--- config.mk ---
export PLATFORM = sky130hd
export DESIGN_NAME = wb_load_unit_flat
export DESIGN_NICKNAME = d
export VERILOG_FILES = /design/src/rtl/wb_load_pkg.sv /design/src/rtl/wb_load_unit_if.sv /design/src/rtl/load_formatter.sv /design/src/rtl/wb_load_unit.sv /design/src/flat_wrapper.sv
export SDC_FILE = /design/constraint.sdc
export NUM_CORES = 1
export LEC_CHECK = 0
export BUFFER_PORTS_ARGS = -buffer_cell sky130_fd_sc_hd__buf_2
export CORE_MARGIN = 5
export CORE_UTILIZATION = 56
export DETAILED_ROUTE_END_ITERATION = 10
export PLACE_DENSITY = 0.87
export SLEW_MARGIN = 20
export SYNTH_ARGS = -nofsm -noshare
export SYNTH_HDL_FRONTEND = slang
export SYNTH_SLANG_ARGS = --single-unit
--- constraint.sdc ---
create_clock -name clk -period 11.1 [get_ports clk]
set_input_delay 0.555 -clock clk [delete_from_list [all_inputs] [get_ports clk]]
set_output_delay 0.555 -clock clk [all_outputs]
set_load 0.005 [all_outputs]
--- src/rtl/wb_load_pkg.sv ---
// Shared encodings for the writeback load-return unit: access size, merge mode and FSM state.
package wb_load_pkg;

   typedef enum logic [1:0] {
      SZ_BYTE  = 2'd0,
      SZ_HALF  = 2'd1,
      SZ_WORD  = 2'd2,
      SZ_DWORD = 2'd3
   } size_e;

   typedef enum logic [1:0] {
      MG_NONE = 2'd0,
      MG_LWL  = 2'd1,
      MG_LWR  = 2'd2
   } merge_e;

   typedef enum logic [1:0] {
      IDLE  = 2'd0,
      WAIT  = 2'd1,
      DRAIN = 2'd2,
      DONE  = 2'd3
   } state_e;

endpackage

--- src/rtl/wb_load_unit_if.sv ---
// MEM-side request, RAM read-return and regfile-side writeback signals of the load unit.
interface wb_load_unit_if #(
   parameter int DATA_W     = 32,
   parameter int ADDR_W     = 32,
   parameter int REG_ADDR_W = 5
);
   // req_* and wb_* are valid/ready handshakes: a transfer occurs on a rising edge with valid and
   // ready both high, and the sender holds valid and payload stable until then. ram_rvalid is a
   // one-cycle data pulse with no back-pressure.
   logic                  req_valid;
   logic                  req_ready;
   logic [ADDR_W-1:0]     req_addr;
   logic [1:0]            req_size;
   logic                  req_sign;
   logic [1:0]            req_merge;
   logic [DATA_W-1:0]     req_old;
   logic [REG_ADDR_W-1:0] req_reg_addr;
   logic [ADDR_W-1:0]     req_pc;

   logic                  ram_rvalid;
   logic [DATA_W-1:0]     ram_rdata;

   logic                  wb_valid;
   logic                  wb_ready;
   logic [DATA_W-1:0]     wb_data;
   logic [REG_ADDR_W-1:0] wb_reg_addr;
   logic [ADDR_W-1:0]     wb_pc;
   logic                  wb_exc;

   modport master (
      output req_valid, req_addr, req_size, req_sign, req_merge, req_old, req_reg_addr, req_pc,
      output ram_rvalid, ram_rdata, wb_ready,
      input  req_ready, wb_valid, wb_data, wb_reg_addr, wb_pc, wb_exc
   );

   modport slave (
      input  req_valid, req_addr, req_size, req_sign, req_merge, req_old, req_reg_addr, req_pc,
      input  ram_rvalid, ram_rdata, wb_ready,
      output req_ready, wb_valid, wb_data, wb_reg_addr, wb_pc, wb_exc
   );
endinterface

--- src/rtl/load_formatter.sv ---
// Combinational lane extract/extend, LWL/LWR merge and misalignment detect for one load.
module load_formatter
   import wb_load_pkg::*;
#(
   parameter int DATA_W = 32,
   parameter int ADDR_W = 32
) (
   input  logic [ADDR_W-1:0] addr,
   input  size_e             size,
   input  logic              sign,
   input  merge_e            merge,
   input  logic [DATA_W-1:0] old,
   input  logic [DATA_W-1:0] rdata,
   output logic [DATA_W-1:0] data,
   output logic              misaligned
);
   localparam int OFF_W = $clog2(DATA_W / 8);

   logic [OFF_W-1:0]  off;
   logic [DATA_W-1:0] shifted;
   logic [DATA_W-1:0] lane_mask;
   logic [DATA_W-1:0] extended;
   logic              sbit;
   logic [31:0]       word_lane;
   logic [31:0]       lwl;
   logic [31:0]       lwr;
   logic [31:0]       merged;
   logic [1:0]        k;
   logic [4:0]        lwl_sh;
   logic [4:0]        lwr_sh;
   logic              merge_on;
   logic              low_bad;
   logic              too_wide;
   logic              unused_fmt;

   assign off     = addr[OFF_W-1:0];
   assign k       = addr[1:0];
   assign shifted = rdata >> {off, 3'b000};

   always_comb begin
      lane_mask = '1;
      sbit      = shifted[DATA_W-1];
      low_bad   = (addr[2:0] != 3'd0);
      case (size)
         SZ_BYTE: begin lane_mask = DATA_W'(8'hFF);        sbit = shifted[7];  low_bad = 1'b0;               end
         SZ_HALF: begin lane_mask = DATA_W'(16'hFFFF);     sbit = shifted[15]; low_bad = addr[0];            end
         SZ_WORD: begin lane_mask = DATA_W'(32'hFFFF_FFFF); sbit = shifted[31]; low_bad = (addr[1:0] != 2'd0); end
         default: ;
      endcase
   end

   assign extended = (shifted & lane_mask) | ((sign & sbit) ? ~lane_mask : '0);

   // Unaligned-word merges always work on the 32-bit word lane addressed by the load.
   generate
      if (DATA_W > 32) begin : g_wide
         assign word_lane = addr[2] ? rdata[DATA_W-1 -: 32] : rdata[31:0];
      end else begin : g_narrow
         assign word_lane = rdata[31:0];
      end
   endgenerate

   assign lwl_sh   = {~k, 3'b000};
   assign lwr_sh   = {k, 3'b000};
   assign lwl      = (word_lane << lwl_sh) | (old[31:0] & ~(32'hFFFF_FFFF << lwl_sh));
   assign lwr      = (word_lane >> lwr_sh) | (old[31:0] & ~(32'hFFFF_FFFF >> lwr_sh));
   assign merge_on = (size == SZ_WORD) && ((merge == MG_LWL) || (merge == MG_LWR));
   assign merged   = (merge == MG_LWL) ? lwl : lwr;

   // Merged words are sign-extended on wide datapaths, as a 32-bit register result would be.
   assign data       = merge_on ? DATA_W'($signed(merged)) : extended;
   assign too_wide   = (int'(size) > OFF_W);
   assign misaligned = !merge_on && (low_bad || too_wide);

   assign unused_fmt = ^{addr, old};
endmodule

--- src/rtl/wb_load_unit.sv ---
// Load-return unit: accepts a MEM load, waits for the RAM response, formats it and holds the
// result for the regfile; misaligned loads return the faulting address with wb_exc set.
module wb_load_unit
   import wb_load_pkg::*;
#(
   parameter int DATA_W     = 32,
   parameter int ADDR_W     = 32,
   parameter int REG_ADDR_W = 5
) (
   input  logic          clk,
   input  logic          rst,
   input  logic          flush,
   wb_load_unit_if.slave bus,
   output state_e        dbg_state
);
   state_e                state;
   logic [ADDR_W-1:0]     r_addr;
   size_e                 r_size;
   logic                  r_sign;
   merge_e                r_merge;
   logic [DATA_W-1:0]     r_old;
   logic [REG_ADDR_W-1:0] r_reg_addr;
   logic [ADDR_W-1:0]     r_pc;
   logic                  wb_valid_q;
   logic                  wb_exc_q;
   logic [DATA_W-1:0]     wb_data_q;

   logic                  accept;
   logic                  in_wait;
   logic [ADDR_W-1:0]     f_addr;
   size_e                 f_size;
   logic                  f_sign;
   merge_e                f_merge;
   logic [DATA_W-1:0]     f_old;
   logic [DATA_W-1:0]     f_data;
   logic                  f_misaligned;

   assign bus.req_ready = rst & ~flush & ((state == IDLE) | ((state == DONE) & bus.wb_ready));
   assign accept        = bus.req_valid & bus.req_ready;

   // One formatter serves both paths: live request fields for the alignment check at accept,
   // latched fields while waiting for the RAM response.
   assign in_wait = (state == WAIT);
   assign f_addr  = in_wait ? r_addr  : bus.req_addr;
   assign f_size  = in_wait ? r_size  : size_e'(bus.req_size);
   assign f_sign  = in_wait ? r_sign  : bus.req_sign;
   assign f_merge = in_wait ? r_merge : merge_e'(bus.req_merge);
   assign f_old   = in_wait ? r_old   : bus.req_old;

   load_formatter #(.DATA_W(DATA_W), .ADDR_W(ADDR_W)) u_fmt (
      .addr       (f_addr),
      .size       (f_size),
      .sign       (f_sign),
      .merge      (f_merge),
      .old        (f_old),
      .rdata      (bus.ram_rdata),
      .data       (f_data),
      .misaligned (f_misaligned)
   );

   always_ff @(posedge clk) begin
      if (!rst) begin
         state      <= IDLE;
         r_addr     <= '0;
         r_size     <= SZ_BYTE;
         r_sign     <= 1'b0;
         r_merge    <= MG_NONE;
         r_old      <= '0;
         r_reg_addr <= '0;
         r_pc       <= '0;
         wb_valid_q <= 1'b0;
         wb_exc_q   <= 1'b0;
         wb_data_q  <= '0;
      end else if (flush) begin
         case (state)
            WAIT:    state <= bus.ram_rvalid ? IDLE : DRAIN;
            DRAIN:   if (bus.ram_rvalid) state <= IDLE;
            DONE: begin
               state      <= IDLE;
               wb_valid_q <= 1'b0;
               wb_exc_q   <= 1'b0;
            end
            default: ;
         endcase
      end else begin
         case (state)
            IDLE, DONE: begin
               if ((state == DONE) && bus.wb_ready) begin
                  state      <= IDLE;
                  wb_valid_q <= 1'b0;
                  wb_exc_q   <= 1'b0;
               end
               if (accept) begin
                  r_addr     <= bus.req_addr;
                  r_size     <= size_e'(bus.req_size);
                  r_sign     <= bus.req_sign;
                  r_merge    <= merge_e'(bus.req_merge);
                  r_old      <= bus.req_old;
                  r_reg_addr <= bus.req_reg_addr;
                  r_pc       <= bus.req_pc;
                  if (f_misaligned) begin
                     state      <= DONE;
                     wb_valid_q <= 1'b1;
                     wb_exc_q   <= 1'b1;
                     wb_data_q  <= DATA_W'(bus.req_addr);
                  end else begin
                     state <= WAIT;
                  end
               end
            end
            WAIT: begin
               if (bus.ram_rvalid) begin
                  state      <= DONE;
                  wb_valid_q <= 1'b1;
                  wb_exc_q   <= 1'b0;
                  wb_data_q  <= f_data;
               end
            end
            DRAIN: if (bus.ram_rvalid) state <= IDLE;
            default: state <= IDLE;
         endcase
      end
   end

   assign bus.wb_valid    = wb_valid_q;
   assign bus.wb_exc      = wb_exc_q;
   assign bus.wb_data     = wb_data_q;
   assign bus.wb_reg_addr = r_reg_addr;
   assign bus.wb_pc       = r_pc;
   assign dbg_state       = state;
endmodule

--- src/flat_wrapper.sv ---
// flat-port wrapper written by rule: the top's interface ports become plain ports
module wb_load_unit_flat import wb_load_pkg::*;
#(
   parameter int DATA_W     = 32,
   parameter int ADDR_W     = 32,
   parameter int REG_ADDR_W = 5
)
  (clk, rst, flush, dbg_state, bus_req_valid, bus_req_addr, bus_req_size, bus_req_sign, bus_req_merge, bus_req_old, bus_req_reg_addr, bus_req_pc, bus_ram_rvalid, bus_ram_rdata, bus_wb_ready, bus_req_ready, bus_wb_valid, bus_wb_data, bus_wb_reg_addr, bus_wb_pc, bus_wb_exc);
  wb_load_unit_if #(.DATA_W(DATA_W), .ADDR_W(ADDR_W), .REG_ADDR_W(REG_ADDR_W)) bus_i ();
  input  logic clk;
  input  logic rst;
  input  logic flush;
  output state_e dbg_state;
  input wire logic [$bits(bus_i.req_valid)-1:0] bus_req_valid;
  input wire logic [$bits(bus_i.req_addr)-1:0] bus_req_addr;
  input wire logic [$bits(bus_i.req_size)-1:0] bus_req_size;
  input wire logic [$bits(bus_i.req_sign)-1:0] bus_req_sign;
  input wire logic [$bits(bus_i.req_merge)-1:0] bus_req_merge;
  input wire logic [$bits(bus_i.req_old)-1:0] bus_req_old;
  input wire logic [$bits(bus_i.req_reg_addr)-1:0] bus_req_reg_addr;
  input wire logic [$bits(bus_i.req_pc)-1:0] bus_req_pc;
  input wire logic [$bits(bus_i.ram_rvalid)-1:0] bus_ram_rvalid;
  input wire logic [$bits(bus_i.ram_rdata)-1:0] bus_ram_rdata;
  input wire logic [$bits(bus_i.wb_ready)-1:0] bus_wb_ready;
  output wire logic [$bits(bus_i.req_ready)-1:0] bus_req_ready;
  output wire logic [$bits(bus_i.wb_valid)-1:0] bus_wb_valid;
  output wire logic [$bits(bus_i.wb_data)-1:0] bus_wb_data;
  output wire logic [$bits(bus_i.wb_reg_addr)-1:0] bus_wb_reg_addr;
  output wire logic [$bits(bus_i.wb_pc)-1:0] bus_wb_pc;
  output wire logic [$bits(bus_i.wb_exc)-1:0] bus_wb_exc;
  assign bus_i.req_valid = bus_req_valid;
  assign bus_i.req_addr = bus_req_addr;
  assign bus_i.req_size = bus_req_size;
  assign bus_i.req_sign = bus_req_sign;
  assign bus_i.req_merge = bus_req_merge;
  assign bus_i.req_old = bus_req_old;
  assign bus_i.req_reg_addr = bus_req_reg_addr;
  assign bus_i.req_pc = bus_req_pc;
  assign bus_i.ram_rvalid = bus_ram_rvalid;
  assign bus_i.ram_rdata = bus_ram_rdata;
  assign bus_i.wb_ready = bus_wb_ready;
  assign bus_req_ready = bus_i.req_ready;
  assign bus_wb_valid = bus_i.wb_valid;
  assign bus_wb_data = bus_i.wb_data;
  assign bus_wb_reg_addr = bus_i.wb_reg_addr;
  assign bus_wb_pc = bus_i.wb_pc;
  assign bus_wb_exc = bus_i.wb_exc;
  wb_load_unit #(.DATA_W(DATA_W), .ADDR_W(ADDR_W), .REG_ADDR_W(REG_ADDR_W)) u_core (.clk(clk), .rst(rst), .flush(flush), .bus(bus_i), .dbg_state(dbg_state));
endmodule
After elaboration in Yosys (flattened, before gate mapping) --
Cells that the tools add are included.
Storage, ports and cells: input bits 144, logic and storage cells 101, bits in registers 113, output and inout bits 74
Cells by class: shift operators 4, mux-type cells 37, bitwise operators 17, eq/ne operators 14, magnitude comparators 1, reductions and logical operators 17
Operators with widths (count):
- 32-bit 2-to-1 mux | 7
- 32-bit case mux with 2 select lines | 2
- 32-bit AND | 3
- 32-bit NOT | 3
- 32-bit OR | 3
- 32-bit by 5-bit left shift with 32-bit output | 1
- 32-bit by 5-bit left shift with 32-bit output (first input constant) | 1
- 32-bit by 5-bit right shift with 32-bit output | 1
- 32-bit by 5-bit right shift with 32-bit output (first input constant) | 1
- 2-bit 2-to-1 mux | 9
- 1-bit 2-to-1 mux | 12
- 2-bit case mux with 3 select lines | 2
- 3-bit AND reduction | 3
- 2-bit equality test (second input constant) | 4
- 2-bit by 1-bit equality test with 1-bit output (second input constant) | 3
- 2-bit by 1-bit != test with 1-bit output (second input constant) | 3
- 1-bit case mux with 2 select lines | 3
- 3-bit nonzero test | 2
- 1-bit AND | 5
- 5-bit AND reduction | 1
- 2-bit logical NOT | 2
- 4-bit by 1-bit != test with 1-bit output (second input constant) | 1
- 4-bit by 2-bit != test with 1-bit output (second input constant) | 1
- 2-bit nonzero test | 2
- other kinds (12) | 15

Longest topological paths before layout --
word-level depth 11, depth in mapped cells 17, gate-level depth less buffers 10

Modules after synthesis --
A second synthesis with hierarchy kept.
Unflattened totals: cell total of the unflattened synthesis 993, area, all modules 8658.3 sq um
Modules (own cells, without submodules):
- wb_load_unit | cells an instance 735, instances 1, area each 6638.9 sq um, seq. area each 2842.7 sq um
- load_formatter | cells an instance 258, instances 1, area each 2019.4 sq um, seq. area each 0.0 sq um

Least setup slack after synthesis --
OpenSTA, ideal clock, no wires.
kind reg-to-reg, start register u_core.state[1] (netlist: u_core.dbg_state[1]), end register u_core.wb_data_q[12] (netlist: u_core.bus.wb_data[12]), data required time 10980 ps, arrival 3805 ps, setup slack 7175 ps, buffers on the path 7, stages on the path, launching flop included 18, setup time 120 ps, period minus slack after synthesis 3925 ps, path through dfxtp_1 inv_1 ha_1 buf_2 buf_2 clkbuf_1 clkbuf_1 mux2_2 ha_1 nor4bb_1 buf_2 or2_0 buf_2 and2_1 buf_2 a221oi_1 a31oi_1 a21oi_1
Between the ends: longest elaborated chain between the ends 11, elaborated cells between the ends (all ways) 54, classes of those cells 1 x order compare; 9 x eq/ne; 4 x shift; 13 x mux; 15 x bitwise; 12 x reduce/logical
RTL lines:
- from (decl) | RTL line wb_load_unit.sv:16 | state_e state;
- from (signal assigned) | RTL line wb_load_unit.sv:76 | WAIT: state <= bus.ram_rvalid ? IDLE : DRAIN;
- parallel branches: the longest is 11 deep, another holds 32-bit by 5-bit right shift with 32-bit output
- to (signal assigned) | RTL line wb_load_unit.sv:105 | wb_data_q <= DATA_W'(bus.req_addr);
- to (signal assigned) | RTL line wb_load_unit.sv:116 | wb_data_q <= f_data;
- to (decl) | RTL line wb_load_unit.sv:26 | logic [DATA_W-1:0] wb_data_q;
Parallel ways; which one is timed is not known. The select of a mux whose other input is x is not followed. A chain may end at the register's enable or synchronous reset.

Worst setup path in the final report --
start register u_core.state[1] (netlist: u_core.dbg_state[1]), end register u_core.wb_data_q[10] (netlist: u_core.bus.wb_data[10])
The elaborated chain is that of the path after synthesis.

==> reports/results.tsv <==
stage	metric	value	unit
pwr	p_sw	0.267	mW
pwr	seq_power_share	45.0	%
logic_synthesis	synth_edf_count	0	
setup_path	startpoint_type	flip-flop	
route	post_drt_via_cell_ratio	6.17	
logic_synthesis	synth_top_area_share	33.5	%
die	initial_core_util	56.4	%
route	drt-total-wl	21.9	mm
pwr	p_clk_share	35.8	%
timing	final_max_slew_viol_count	0	
setup_path	criticalPathCategory	flip-flop to flip-flop	
logic_synthesis	syn_inst	837	
pwr	vdd_ir_drop_max	0.000106	V
placed_design	gp_congestion	0.973	
clock_network	max-clock-path-buffers	2	
clock_network	insertion_delay	0.36	ns
route	dr_wl_met3	2.59	mm
global_routing	track_usage	29.8	%
route	route.met2.wl	10.1	mm
logic_synthesis	yosysUniqueCellTypes	61	
timing	fin_crit	4.32	ns
clock_network	post_cts_buffers	0	
clock_network	cts.sinks	112	
logic_synthesis	syn-num-nets	987	
setup_path	critPathCaptureType	flip-flop	
global_routing	grt_start_max_net_pins	72	
final_layout	stdcell_area	8090	µm²
clock_network	cts-htree-levels	3	
logic_synthesis	ys_top_cells_by_area	dfxtp_1 (34%), nand2_1 (11%), a21boi_0 (8.8%)	
die	die_area	14200	µm²
clock_network	cts_resized	0	
placed_design	placed_area	7770	µm²
global_routing	grt_pass1_vias	6710	
clock_network	numCtsBuffers	9	
timing	hold_viol	0	
logic_synthesis	synth_seq_cells	112	
global_routing	grt_pass1_wl	34.3	mm
route	wl_met1	8.42	mm
clock_network	cts.reportedPaths.clkPinSlew	0.07	ns
pwr	combPwrFrac	19.2	%
die	io_pins	218	
placed_design	dp.cells	1145	
placed_design	port-buffer-count	217	
clock_network	ctsHoldBuffers	0	
timing	hold_slack	0.442	ns
pwr	p_int	0.679	mW
pwr	power_leakage	3.31	nW
status	status	finished clean	
setup_path	required	11.33	ns
timing	tns	0	ns
global_routing	overflow	0	
route	via_count	7169	
placed_design	dpl.hpwl	16.0	mm
route	wire_per_inst	18.8	µm
route	drc	0	
route	first_iter_violations	878	
logic_synthesis	syn_area	6690	µm²
final_layout	drive_gt1_share	28.4	%
timing	skew	0.00860	ns
global_routing	antenna_found_initial	2	
logic_synthesis	synth_area_leader_cell	dfxtp_1	
final_layout	nNetsFinal	1159	
worst_hold_path	holdCritPathClass	primary input to flip-flop	
pwr	p_sw_share	28.2	%
logic_synthesis	netlist_top_cells_count	nand2_1 (195), dfxtp_1 (112), a21boi_0 (78)	
logic_synthesis	yosysWarnings	0	
timing	finalSetupViolCount	0	
pwr	powerDensity	117	nW/µm²
logic_synthesis	synth_flop_cell	dfxtp_1	
logic_synthesis	synthArstFlopShare	0	%
die	die_height	119	µm
final_layout	layoutNonFillerInstCount	1162	
logic_synthesis	seq_area_frac_synth	33.5	%
setup_path	crit_fanout	51	
clock_network	cts-root-buf	clkbuf_16	
timing	fmax	231	MHz
die	die_w	119	µm
die	rows	40	
route	drtAntennaViolNets	0	
clock_network	cts_tree	yes	
timing	maxSlewHeadroom	27.4	%
timing	period_share	38.9	%
timing	rsz0062_at_grt	false	
logic_synthesis	synth.most_common_cell	nand2_1	
logic_synthesis	avgSynthCellArea	7.99	µm²
route	drtPass1Iterations	5	
route	top_layer	met5	
flow_run	cap_violations	0	
die	coreArea	11900	µm²
timing	worstMarginPinSlew	1.09	ns
final_layout	syn2layout_area_growth	21.0	%
setup_path	crit_arrival	4.56	ns
[worst paths after layout]
| check | startpoint | to | slack [ns] | cells after the start |
|---|---|---|---|---|
| max | u_core.dbg_state[1]$_SDFFE_PN0P_ | u_core.bus.wb_data[10]$_SDFFE_PN0P_ | 6.78 | 10 |
| max reg2reg | u_core.dbg_state[1]$_SDFFE_PN0P_ | u_core.bus.wb_data[10]$_SDFFE_PN0P_ | 6.78 | 10 |
| min | bus_req_reg_addr[1] | u_core.bus.wb_reg_addr[1]$_SDFFE_PN0P_ | 0.44 | 3 |
| min reg2reg | u_core.bus.wb_pc[30]$_SDFFE_PN0P_ | u_core.bus.wb_pc[30]$_SDFFE_PN0P_ | 0.46 | 2 |
[routing by layer]
layer / vias to the layer above / global-route usage (%)
met1: 3297 / 36.6
li1: 3348 / -
met3: 73 / 9.97
met2: 449 / 47.8
met5: - / 0
met4: 2 / 12.2
[through the flow]
step                setup slack, ns  utilization [%]  total power [mW]
finish                         6.78             68.2             0.946
global route                   6.49             68.2             0.985
CTS                            6.89             68.1             0.947
detailed placement             6.92             65.5             0.612
global placement               7.04             65.5             0.609
floorplan                      7.17                -             0.541
[placed cells by master (no fill, tap or decap), types with 3 or more instances in the layout]
master     count
nor3b_1        3
o221ai_1       4
o21ai_1        4
o41ai_1        9
a311oi_1       8
a221oi_1       5
o31ai_1        4
dfxtp_1      112
a21oi_1       33
nand3b_1       3
nand2b_1       5
nand3_1       10
a221o_1        3
o211ai_1      10
a21boi_0      78
mux4_2         5
and3_1         3
a32o_1         9
a32oi_1        3
buf_4         11
inv_1          4
ha_1           5
mux2i_1       39
o21ai_0       39
nor3_1        11
a211oi_1      21
clkbuf_16      9
buf_2        217
nand2_1      195
nor2_1        59
nor2b_1       16
o2111ai_1      5
mux2_2        24
a31oi_1        6
nand4_1        5
[sequential cells by signal, indices dropped and copies added, names as in the netlist, 2 cells and up]
name / flops
u_core.r_size: 2
u_core.r_addr: 2
u_core.bus.wb_reg_addr: 5
u_core.dbg_state: 2
u_core.r_merge: 2
u_core.r_old: 32
u_core.bus.wb_pc: 32
u_core.bus.wb_data: 32
[critical path, cell delays in order, from the launching register on]
cell and delay [ns]:
dfxtp_1 0.35, inv_1 0.14, ha_2 0.92, mux2_2 0.42, ha_1 0.37, nor4b_1 0.45, or2_0 0.51, and2_1 0.48
a21oi_1 0.14, a221oi_1 0.29, a21oi_1 0.10
[cell families (layout without fill, tap and decap cells)]
family | after synthesis | in the layout | synth area share [%]
AOI/OAI and AO/OA | 253 | 253 | 27.4
adders and majority gates | 6 | 6 | 1.12
buffers and inverters | 71 | 248 | 4.55
DFF | 112 | 112 | 33.5
muxes | 71 | 71 | 12.2
other | 0 | 1 | 0
and+or+nand+nor | 324 | 324 | 21.2
[power by group through the flow]
stage | clock network (mW) | logic (mW) | registers, mW
2_1_floorplan | 0 | 0.108 | 0.433
3_3_place_gp | 0 | 0.174 | 0.434
3_5_place_dp | 0 | 0.177 | 0.435
4_1_cts | 0.344 | 0.178 | 0.426
5_1_grt | 0.361 | 0.197 | 0.427
6_report | 0.339 | 0.181 | 0.426
[area by class of cell]
cell class                 instances  area (µm²)
clock buffer                      11         253
antenna                            1        2.50
timing repair buffer             228        1170
inverter                           4        15.0
fill                            1017        3770
clock inverter                     5        55.1
sequential                       112        2240
multi-input combinational        654        4170
tap                              147         184
Power figures use the tool's default switching activity.
